### src/rtl/cpu_mem_io_responder_if.sv
// CPU memory/IO bus bundle: CPU load/store, external input byte stream and
// video write queue head, grouped for the responder and its peers.
// master: CPU + external byte source + video scanner; slave: the responder.
interface cpu_mem_io_responder_if #(
  parameter int ADDR_W = 8
);
  // CPU load/store side
  logic [ADDR_W-1:0] mem_addr;
  logic [7:0]        b;
  logic              dmem_we;
  logic              vmem_we;
  logic [7:0]        dmem_out;
  // External input byte stream
  logic              ext_valid;
  logic [7:0]        ext_data;
  logic              ext_ready;
  logic [7:0]        gpi;
  logic              gpi_we;
  // Video write queue head
  logic              vid_valid;
  logic [ADDR_W-1:0] vid_addr;
  logic [7:0]        vid_data;
  logic              vid_ready;
  logic              vq_overflow;

  modport master (
    output mem_addr, b, dmem_we, vmem_we, ext_valid, ext_data, vid_ready,
    input  dmem_out, ext_ready, gpi, gpi_we, vid_valid, vid_addr, vid_data,
           vq_overflow
  );

  modport slave (
    input  mem_addr, b, dmem_we, vmem_we, ext_valid, ext_data, vid_ready,
    output dmem_out, ext_ready, gpi, gpi_we, vid_valid, vid_addr, vid_data,
           vq_overflow
  );
endinterface

### src/rtl/cpu_mem_io_responder.sv
// Slave side of the CPU memory/IO bus: data memory, video write queue, GPI feed.
// Latency: loads 1 cycle; queue push visible next cycle; byte accept -> gpi_we next cycle.
// Backpressure: ext_ready only in IDLE; full video queue drops stores (sticky vq_overflow).
// Ports: clock, reset (sync, active-low) and bus (cpu_mem_io_responder_if.slave).
// Optional MMIO_STATUS_EN: the all-ones address reads a status byte and a store
// there clears vq_overflow instead of writing memory.
module cpu_mem_io_responder #(
  parameter int ADDR_W     = 8,
  parameter int DMEM_DEPTH = 256,
  parameter int VQ_DEPTH   = 4,
  parameter int GPI_GAP    = 4
) (
  input logic                     clock,
  input logic                     reset,
  cpu_mem_io_responder_if.slave   bus
);

  localparam int IDX_W = (DMEM_DEPTH > 1) ? $clog2(DMEM_DEPTH) : 1;
  localparam int PTR_W = $clog2(VQ_DEPTH);
  localparam int CNT_W = $clog2(GPI_GAP + 2);

  typedef enum logic [1:0] {IDLE = 2'd0, STROBE = 2'd1, GAP = 2'd2} state_t;

  typedef struct packed {
    logic [ADDR_W-1:0] addr;
    logic [7:0]        data;
  } vq_entry_t;

  // ---------------- data memory ----------------
  logic [7:0]       mem [DMEM_DEPTH];
  logic [IDX_W-1:0] mem_idx;
  logic             in_range;
  logic             mem_wr;
  logic [7:0]       rd_dat;
  logic [7:0]       dmem_out_q;

  // ---------------- video queue ----------------
  vq_entry_t        vq [VQ_DEPTH];
  logic [PTR_W-1:0] wr_ptr, rd_ptr;
  logic [PTR_W:0]   vq_count;
  logic             vq_full, vq_vld, pop, push_ok, push_drop;
  logic             ovf_q;

  // ---------------- GPI FSM ----------------
  state_t           state, state_nxt;
  logic [CNT_W-1:0] cnt, cnt_nxt;
  logic [7:0]       gpi_q, gpi_nxt;
  logic             ext_ready_c, gpi_we_c;

`ifdef MMIO_STATUS_EN
  logic       mmio_hit;
  logic [7:0] status;
  assign mmio_hit = &bus.mem_addr;
  assign status   = {ovf_q, vq_vld, vq_full, 2'b00, 1'b0, state};
`endif

  assign mem_idx  = bus.mem_addr[IDX_W-1:0];
  assign in_range = {1'b0, bus.mem_addr} < (ADDR_W+1)'(DMEM_DEPTH);
`ifdef MMIO_STATUS_EN
  assign mem_wr   = bus.dmem_we & in_range & ~mmio_hit;
`else
  assign mem_wr   = bus.dmem_we & in_range;
`endif

  // Memory array is deliberately not reset.
  always_ff @(posedge clock) begin
    if (mem_wr) mem[mem_idx] <= bus.b;
  end

  // Write-first: a store to the addressed cell returns the store data.
  always_comb begin
    rd_dat = 8'hff;
    if (in_range) rd_dat = bus.dmem_we ? bus.b : mem[mem_idx];
`ifdef MMIO_STATUS_EN
    if (mmio_hit) rd_dat = status;
`endif
  end

  always_ff @(posedge clock) begin
    if (!reset) dmem_out_q <= 8'hff;
    else        dmem_out_q <= rd_dat;
  end

  // Video queue: a pop frees a slot in the same cycle, so push into a full
  // queue succeeds when the head is consumed at the same edge.
  assign vq_vld    = (vq_count != '0);
  assign vq_full   = (vq_count == (PTR_W+1)'(VQ_DEPTH));
  assign pop       = vq_vld & bus.vid_ready;
  assign push_ok   = bus.vmem_we & (~vq_full | pop);
  assign push_drop = bus.vmem_we & vq_full & ~pop;

  always_ff @(posedge clock) begin
    if (!reset) begin
      wr_ptr   <= '0;
      rd_ptr   <= '0;
      vq_count <= '0;
      for (int i = 0; i < VQ_DEPTH; i++) vq[i] <= '0;
    end else begin
      if (push_ok) begin
        vq[wr_ptr] <= '{addr: bus.mem_addr, data: bus.b};
        wr_ptr     <= wr_ptr + 1'b1;
      end
      if (pop) rd_ptr <= rd_ptr + 1'b1;
      case ({push_ok, pop})
        2'b10:   vq_count <= vq_count + 1'b1;
        2'b01:   vq_count <= vq_count - 1'b1;
        default: vq_count <= vq_count;
      endcase
    end
  end

  // A drop in the same cycle as a clearing store leaves the flag set.
  always_ff @(posedge clock) begin
    if (!reset)                         ovf_q <= 1'b0;
    else if (push_drop)                 ovf_q <= 1'b1;
`ifdef MMIO_STATUS_EN
    else if (mmio_hit && bus.dmem_we)   ovf_q <= 1'b0;
`endif
  end

  // GPI FSM state register
  always_ff @(posedge clock) begin
    if (!reset) begin
      state <= IDLE;
      cnt   <= '0;
      gpi_q <= 8'h00;
    end else begin
      state <= state_nxt;
      cnt   <= cnt_nxt;
      gpi_q <= gpi_nxt;
    end
  end

  always_comb begin
    state_nxt   = state;
    cnt_nxt     = cnt;
    gpi_nxt     = gpi_q;
    ext_ready_c = 1'b0;
    gpi_we_c    = 1'b0;
    case (state)
      IDLE: begin
        ext_ready_c = 1'b1;
        if (bus.ext_valid) begin
          gpi_nxt   = bus.ext_data;
          state_nxt = STROBE;
        end
      end
      STROBE: begin
        gpi_we_c = 1'b1;
        if (GPI_GAP == 0) begin
          state_nxt = IDLE;
        end else begin
          state_nxt = GAP;
          cnt_nxt   = CNT_W'(GPI_GAP);
        end
      end
      GAP: begin
        if (cnt <= CNT_W'(1)) state_nxt = IDLE;
        else                  cnt_nxt   = cnt - 1'b1;
      end
      default: state_nxt = IDLE;
    endcase
  end

  assign bus.dmem_out    = dmem_out_q;
  assign bus.ext_ready   = ext_ready_c;
  assign bus.gpi         = gpi_q;
  assign bus.gpi_we      = gpi_we_c;
  assign bus.vid_valid   = vq_vld;
  assign bus.vid_addr    = vq[rd_ptr].addr;
  assign bus.vid_data    = vq[rd_ptr].data;
  assign bus.vq_overflow = ovf_q;

endmodule

### src/flat_wrapper.sv
// flat-port wrapper written by rule: the top's interface ports become plain ports
module cpu_mem_io_responder_flat 
#(
  parameter int ADDR_W     = 8,
  parameter int DMEM_DEPTH = 256,
  parameter int VQ_DEPTH   = 4,
  parameter int GPI_GAP    = 4
)
  (clock, reset, bus_mem_addr, bus_b, bus_dmem_we, bus_vmem_we, bus_ext_valid, bus_ext_data, bus_vid_ready, bus_dmem_out, bus_ext_ready, bus_gpi, bus_gpi_we, bus_vid_valid, bus_vid_addr, bus_vid_data, bus_vq_overflow);
  cpu_mem_io_responder_if #(.ADDR_W(ADDR_W)) bus_i ();
  input logic clock;
  input logic reset;
  input wire logic [$bits(bus_i.mem_addr)-1:0] bus_mem_addr;
  input wire logic [$bits(bus_i.b)-1:0] bus_b;
  input wire logic [$bits(bus_i.dmem_we)-1:0] bus_dmem_we;
  input wire logic [$bits(bus_i.vmem_we)-1:0] bus_vmem_we;
  input wire logic [$bits(bus_i.ext_valid)-1:0] bus_ext_valid;
  input wire logic [$bits(bus_i.ext_data)-1:0] bus_ext_data;
  input wire logic [$bits(bus_i.vid_ready)-1:0] bus_vid_ready;
  output wire logic [$bits(bus_i.dmem_out)-1:0] bus_dmem_out;
  output wire logic [$bits(bus_i.ext_ready)-1:0] bus_ext_ready;
  output wire logic [$bits(bus_i.gpi)-1:0] bus_gpi;
  output wire logic [$bits(bus_i.gpi_we)-1:0] bus_gpi_we;
  output wire logic [$bits(bus_i.vid_valid)-1:0] bus_vid_valid;
  output wire logic [$bits(bus_i.vid_addr)-1:0] bus_vid_addr;
  output wire logic [$bits(bus_i.vid_data)-1:0] bus_vid_data;
  output wire logic [$bits(bus_i.vq_overflow)-1:0] bus_vq_overflow;
  assign bus_i.mem_addr = bus_mem_addr;
  assign bus_i.b = bus_b;
  assign bus_i.dmem_we = bus_dmem_we;
  assign bus_i.vmem_we = bus_vmem_we;
  assign bus_i.ext_valid = bus_ext_valid;
  assign bus_i.ext_data = bus_ext_data;
  assign bus_i.vid_ready = bus_vid_ready;
  assign bus_dmem_out = bus_i.dmem_out;
  assign bus_ext_ready = bus_i.ext_ready;
  assign bus_gpi = bus_i.gpi;
  assign bus_gpi_we = bus_i.gpi_we;
  assign bus_vid_valid = bus_i.vid_valid;
  assign bus_vid_addr = bus_i.vid_addr;
  assign bus_vid_data = bus_i.vid_data;
  assign bus_vq_overflow = bus_i.vq_overflow;
  cpu_mem_io_responder #(.ADDR_W(ADDR_W), .DMEM_DEPTH(DMEM_DEPTH), .VQ_DEPTH(VQ_DEPTH), .GPI_GAP(GPI_GAP)) u_core (.clock(clock), .reset(reset), .bus(bus_i));
endmodule
### config.mk
export PLATFORM = sky130hd
export DESIGN_NAME = cpu_mem_io_responder_flat
export DESIGN_NICKNAME = d
export VERILOG_FILES = /design/src/rtl/cpu_mem_io_responder_if.sv /design/src/rtl/cpu_mem_io_responder.sv /design/src/flat_wrapper.sv
export SDC_FILE = /design/constraint.sdc
export NUM_CORES = 2
export LEC_CHECK = 0
export BUFFER_PORTS_ARGS = -buffer_cell sky130_fd_sc_hd__clkbuf_2
export CAP_MARGIN = 10
export CORE_ASPECT_RATIO = 1.25
export CORE_MARGIN = 10
export CORE_UTILIZATION = 55
export CTS_BUF_LIST = sky130_fd_sc_hd__clkbuf_4 sky130_fd_sc_hd__clkbuf_8
export CTS_CLUSTER_DIAMETER = 30
export DETAILED_ROUTE_END_ITERATION = 10
export PLACE_DENSITY = 0.73
export SLEW_MARGIN = 15
export SYNTH_ARGS = -nofsm -noshare
export SYNTH_HDL_FRONTEND = slang
export SYNTH_SLANG_ARGS = --single-unit
### constraint.sdc
create_clock -name clock -period 2.55 [get_ports clock]
set_input_delay 0.255 -clock clock [delete_from_list [all_inputs] [get_ports clock]]
set_output_delay 0.255 -clock clock [all_outputs]
set_load 0.05 [all_outputs]
# == Word level (Yosys, flattened, before mapping) ==
# Memory sizes are Yosys's and may differ from the RTL's. A register that Yosys moved wholly into a read port is not among the register bits.
# Index checks and enable logic that the tools add are counted.
# word_totals
reg_bits,21
ram_bits,2112
in_bits,30
output_inout_bits,36
elab_cells,58
n_memories,2
# classes
add_sub_neg,5
magnitude_cmp,1
eq_ne,8
mux,19
n_bitwise,7
n_reduce_logical,9
# mem_list
name,words,word_bits,read_ports,rd_clocked_by_memory_dff,write_ports,line_no,source
u_core.mem,256,8,1,1,1,cpu_mem_io_responder.sv:30,logic [7:0] mem [DMEM_DEPTH];
u_core.vq,4,16,1,1,4,cpu_mem_io_responder.sv:38,vq_entry_t vq [VQ_DEPTH];
# ops
op,n
$mux W16,1
$reduce_or A16 Y1,1
$pmux W3 S2,2
$mux W2,5
$mux W1,9
$pmux W2 S3,1
$reduce_and A2 Y1,3
$sub A3 B1 Y3 const B,2
$add A2 B1 Y2 const B,2
$and A1 B1 Y1,4
$eq A2 B1 Y1 const B,2
$eq A2 B2 Y1 const B,2
$ne A2 B2 Y1 const B,2
$reduce_bool A2 Y1,2
$add A3 B1 Y3 const B,1
$eq A3 B3 Y1 const B,1
$le A3 B1 Y1 const B,1
$mux W3,1
$reduce_bool A3 Y1,1
$logic_not A2 Y1,1
$ne A2 B1 Y1 const B,1
$not A1 Y1,2
$logic_not A1 Y1,1
$or A1 B1 Y1,1

# == Logic depth before layout (Yosys ltp) ==
# logic_depth
word_depth,9
depth_mapped,12
depth_no_buf,9

# == Worst setup path before layout ==
# OpenSTA, ideal clock, no wires.
# synth_timing
path_type,input-to-reg
start,input bus_mem_addr[1]
end,memory u_core.mem[182][0] (enable)
setup_time_ns,0.370
arrival_ns,2.232
t_required_ns,2.180
path_slack_ns,-0.053
cell_stages,9
path_buffers,6
path_cell_list,buf_4 > buf_4 > buf_2 > buf_2 > buf_2 > nor2b_1 > nand3_1 > clkbuf_1 > nor2_1
# synth_lines
item,line_no,source
"start, declared",flat_wrapper.sv:13,input wire logic [$bits(bus_i.mem_addr)-1:0] bus_mem_addr;
"end, declared",cpu_mem_io_responder.sv:30,
# Straight into the memory's write port.

==> flow_summary_export.csv <==
group,metric,value,unit
run_status,outcome,"finished, violations left",
run_status,failing_checks,"setup timing",
critical_path,crit_fanout,8,
floorplanning,floorplan_core_area,152000,um2
floorplanning,row_count,160,
finish,drive_gt1_share,33.4,%
timing,layout_min_cycle_time,2610,ps
floorplanning,die_h,456,um
global_route,grt_use_total,24.6,%
drt,wire_per_inst,28.0,um
logic_synthesis,synth_async_sr_flop_share,0,%
global_route,antenna_found_initial,4,
pwr,comb_power_share,6.8,%
logic_synthesis,netlist_area,83700,um2
cts,insertion_delay,1060,ps
pwr,share_clk_of_total_power,42.2,%
logic_synthesis,synth-main-ff-cell,"sky130_fd_sc_hd__edfxtp_1",
timing,count_of_endpoints_failing_hold_in_the_final_timing_report,0,
timing,timing.final.ws_setup,-58.1,ps
pwr,powerDensity,763,nW/um2
timing,tightestPinTransition,1050,ps
finish,stdcell_count,7467,
finish,number_of_nets_in_the_layout,5200,
critical_path,kind_of_end_point_of_the_critical_path,"primary output",
critical_path,rr_endpoint,"u_core.bus.dmem_out[3]",
finish,regArea,64000,um2
hold_path,timing.hold.worst.class,"primary input to register",
logic_synthesis,postSynthCellCount,4188,
cts,h-tree-depth,5,
finish,area.growth.synth_to_final,20.0,%
timing,slew-limit-headroom,30.1,%
drt,route.detailed.vias_per_inst,6.10,
pwr,internal-power,59.8,mW
placed_design,hpwlAfterDp,134,mm
logic_synthesis,synth.avg_cell_area,20.0,um2
cts,cts_sinks,2143,
drt,routed-via-count,45500,
placed_design,routabilityCongestion,0.916,
logic_synthesis,synth.largest_area_cell,"sky130_fd_sc_hd__edfxtp_1",
drt,drc,0,
finish,post-route-util,66.2,%
drt,detail_route.first_pass.iterations,5,
pwr,net-switching-power,16.9,mW
critical_path,worst-r2r-cell-count,8,
timing,final.period_utilization,102,%
global_route,grt_first_pass_wirelength,308,mm
timing,hold_slack,6.26,ps
logic_synthesis,post_synth_edffs,2112,
pwr,total_leakage_power,34.2,nW
logic_synthesis,ys_top_cells_by_area,"sky130_fd_sc_hd__edfxtp_1, sky130_fd_sc_hd__mux4_2, sky130_fd_sc_hd__mux2i_1, sky130_fd_sc_hd__nor2_1, sky130_fd_sc_hd__a22oi_1",
drt,route.final.wire_length,209,mm
global_route,gr-total-overflow,0,
placed_design,numPortBuffers,65,
global_route,largest_net_degree_at_the_start_of_global_routing,115,
logic_synthesis,post-synth-top-area-fraction,75.8,%
critical_path,critical_path_arrival,2350,ps
global_route,via_count_of_the_first_global_routing_pass,47100,
drt,ant_nets,0,
critical_path,critical_path.startpoint_type,"register",
floorplanning,design.portCount,66,
logic_synthesis,synth_seq_cells,2143,
pwr,vdd_drop_max,0.735,mV
cts,numCtsBuffers,365,
cts,clk_root_buffer_cell,"sky130_fd_sc_hd__clkbuf_8",
cts,cts.clk_slew.worst_paths,60,ps
critical_path,beginning_of_the_worst_register_to_register_path,"u_core.mem[163][3]",
placed_design,dp_slack,-1260,ps
hold_path,holdCritStartpoint,"bus_mem_addr[5]",
critical_path,timing.reg2reg.setup_slack,-20,ps
floorplanning,fp.dieArea,168000,um2
finish,fillerInstances,9634,
timing,fin_worst_skew,75.4,ps
cts,post-cts-setup-buffers,0,
logic_synthesis,synth_sequential_area_ratio,76.5,%
placed_design,numPlacedInstances,6765,
job,max_cap_violations,0,
pwr,netSwitchingFraction,22.0,%
timing,slew_viol_final,0,
pwr,seqPwrFrac,51.0,%
logic_synthesis,synth_cell_type_count,70,
cts,clk_path_buf_depth,4,
logic_synthesis,syn-num-nets,4222,
finish,multi_input_area,18300,um2
hold_path,min_delay_path_depth,4,
timing,setup_repair_after_global_routing_missed_its_margin,"true",
logic_synthesis,yosysWarnings,0,
floorplanning,initial_utilization,55.2,%
drt,number_of_drc_markers_after_the_initial_detailed_route_iteration,5039,
hold_path,hold_path_sink,"u_core.vq[3][13]",
critical_path,cp_data_required_time,2300,ps
timing,maxClockFrequency,0.383,GHz
timing,setup_viol_count_final,12,
cts,tritoncts,"done",
critical_path,timing.setup.critical_path_class,"register to primary output",
floorplanning,die_x,369,um
==> routing by layer <==
metal	track usage (%)	vias to the layer above	wire, um
met3	4.73	459	16600
met5	0	-	25
met4	11.2	4	9880
met2	41.8	2373	107000
met1	30.6	23500	75700
li1	-	19200	-
==> synth_stat cells (all sizes together), types with 22 or more instances <==
| cell | count |
|---|---|
| a221oi | 43 |
| mux4 | 406 |
| mux2i | 280 |
| buf | 171 |
| o21ai | 57 |
| nand3 | 65 |
| inv | 26 |
| a21oi | 56 |
| nor2b | 22 |
| nand2 | 111 |
| o22ai | 61 |
| and2 | 37 |
| edfxtp | 2112 |
| dfxtp | 31 |
| a22oi | 83 |
| nor2 | 326 |
| clkbuf | 88 |
==> layout by cell type (no fill, tap or decap), drive strengths merged, types with 40 or more instances in the layout <==
| master | count |
|---|---|
| clkbuf | 480 |
| nor2 | 326 |
| mux2i | 280 |
| nand3 | 65 |
| o22ai | 61 |
| dlygate4sd3 | 58 |
| clkinv | 125 |
| bufinv | 40 |
| buf | 772 |
| edfxtp | 2112 |
| a22oi | 83 |
| a221oi | 43 |
| a21oi | 56 |
| mux4 | 406 |
| o21ai | 57 |
| nand2 | 111 |
==> critical path, cell delays in order, from the launching register on <==
cell and delay, ps:
sky130_fd_sc_hd__dfxtp_4 400, sky130_fd_sc_hd__buf_12 150, sky130_fd_sc_hd__mux4_2 570, sky130_fd_sc_hd__buf_8 180
==> logic make-up (layout without fill, tap and decap cells) <==
kind of cell	after synthesis	count (layout)	synth area share, %
xor+xnor	6	6	0.0628
other cells	0	3	0
simple gates	644	644	3.48
compound gates	400	400	3.37
buf+inv	285	1536	1.88
mux	706	706	14.6
flops	2143	2143	76.5
fa+ha+maj	4	4	0.0688
==> power groups by stage <==
| stage | registers (mW) | logic (mW) | clock network, mW |
|---|---|---|---|
| 6_report | 39.1 | 5.21 | 32.4 |
| 5_1_grt | 39.1 | 5.48 | 34.4 |
| 4_1_cts | 39.0 | 5.14 | 32.8 |
| 3_5_place_dp | 39.8 | 4.82 | 0 |
| 3_3_place_gp | 39.7 | 4.73 | 0 |
| 2_1_floorplan | 39.8 | 2.56 | 0 |
==> stage by stage <==
stage / total power, mW / instance area, um2 / TNS, ps
final: 76.6 / 100000 / -261
after global placement: 44.5 / 91900 / -173620
after global routing: 78.9 / 100000 / -1560
after floorplan: 42.4 / 83700 / -27040
after CTS: 77.0 / 100000 / -1800
after detailed placement: 44.6 / 91900 / -221580
==> worst max path at each step <==
| stage | from | end | slack, ps | cells after the start |
|---|---|---|---|---|
| floorplan | bus_mem_addr[1] | u_core.mem[182][0] | -50 | 9 |
| global placement | bus_mem_addr[1] | u_core.bus.dmem_out[5] | -1330 | 11 |
| detailed placement | bus_mem_addr[1] | u_core.bus.dmem_out[5] | -1260 | 11 |
| CTS | register | bus_vid_addr[2] | -160 | 3 |
| global route | register | bus_vid_addr[2] | -140 | 3 |
| finish | register | bus_vid_addr[2] | -60 | 3 |
==> final cells by class <==
| class | instances | area share, % |
|---|---|---|
| well taps | 2025 | 2.52 |
| diodes | 3 | 0.00747 |
| inverters | 26 | 0.0971 |
| clock buffers | 440 | 5.60 |
| flip-flops and latches | 2143 | 63.7 |
| repair buffers | 870 | 7.79 |
| multi-input cells | 1760 | 18.2 |
| clock inverters | 200 | 2.02 |
==> state kept, by name, indices dropped and copies added (netlist names), named ones only <==
name / count
u_core.mem: 2048
u_core.vq: 64
u_core.bus.dmem_out: 8
u_core.bus.gpi: 8
u_core.cnt: 3
u_core.vq_count: 3
u_core.rd_ptr: 2
u_core.state: 2
u_core.wr_ptr: 2
u_core.bus.vq_overflow: 1
==> timing repair <==
action	CTS	global route
pin swaps	0	2
setup endpoints to repair	20	26
endpoints found under the hold margin	1742	1
resized for setup	51	25
hold buffers	58	1
gates cloned	1	0
(Power assumes the default switching activity.)
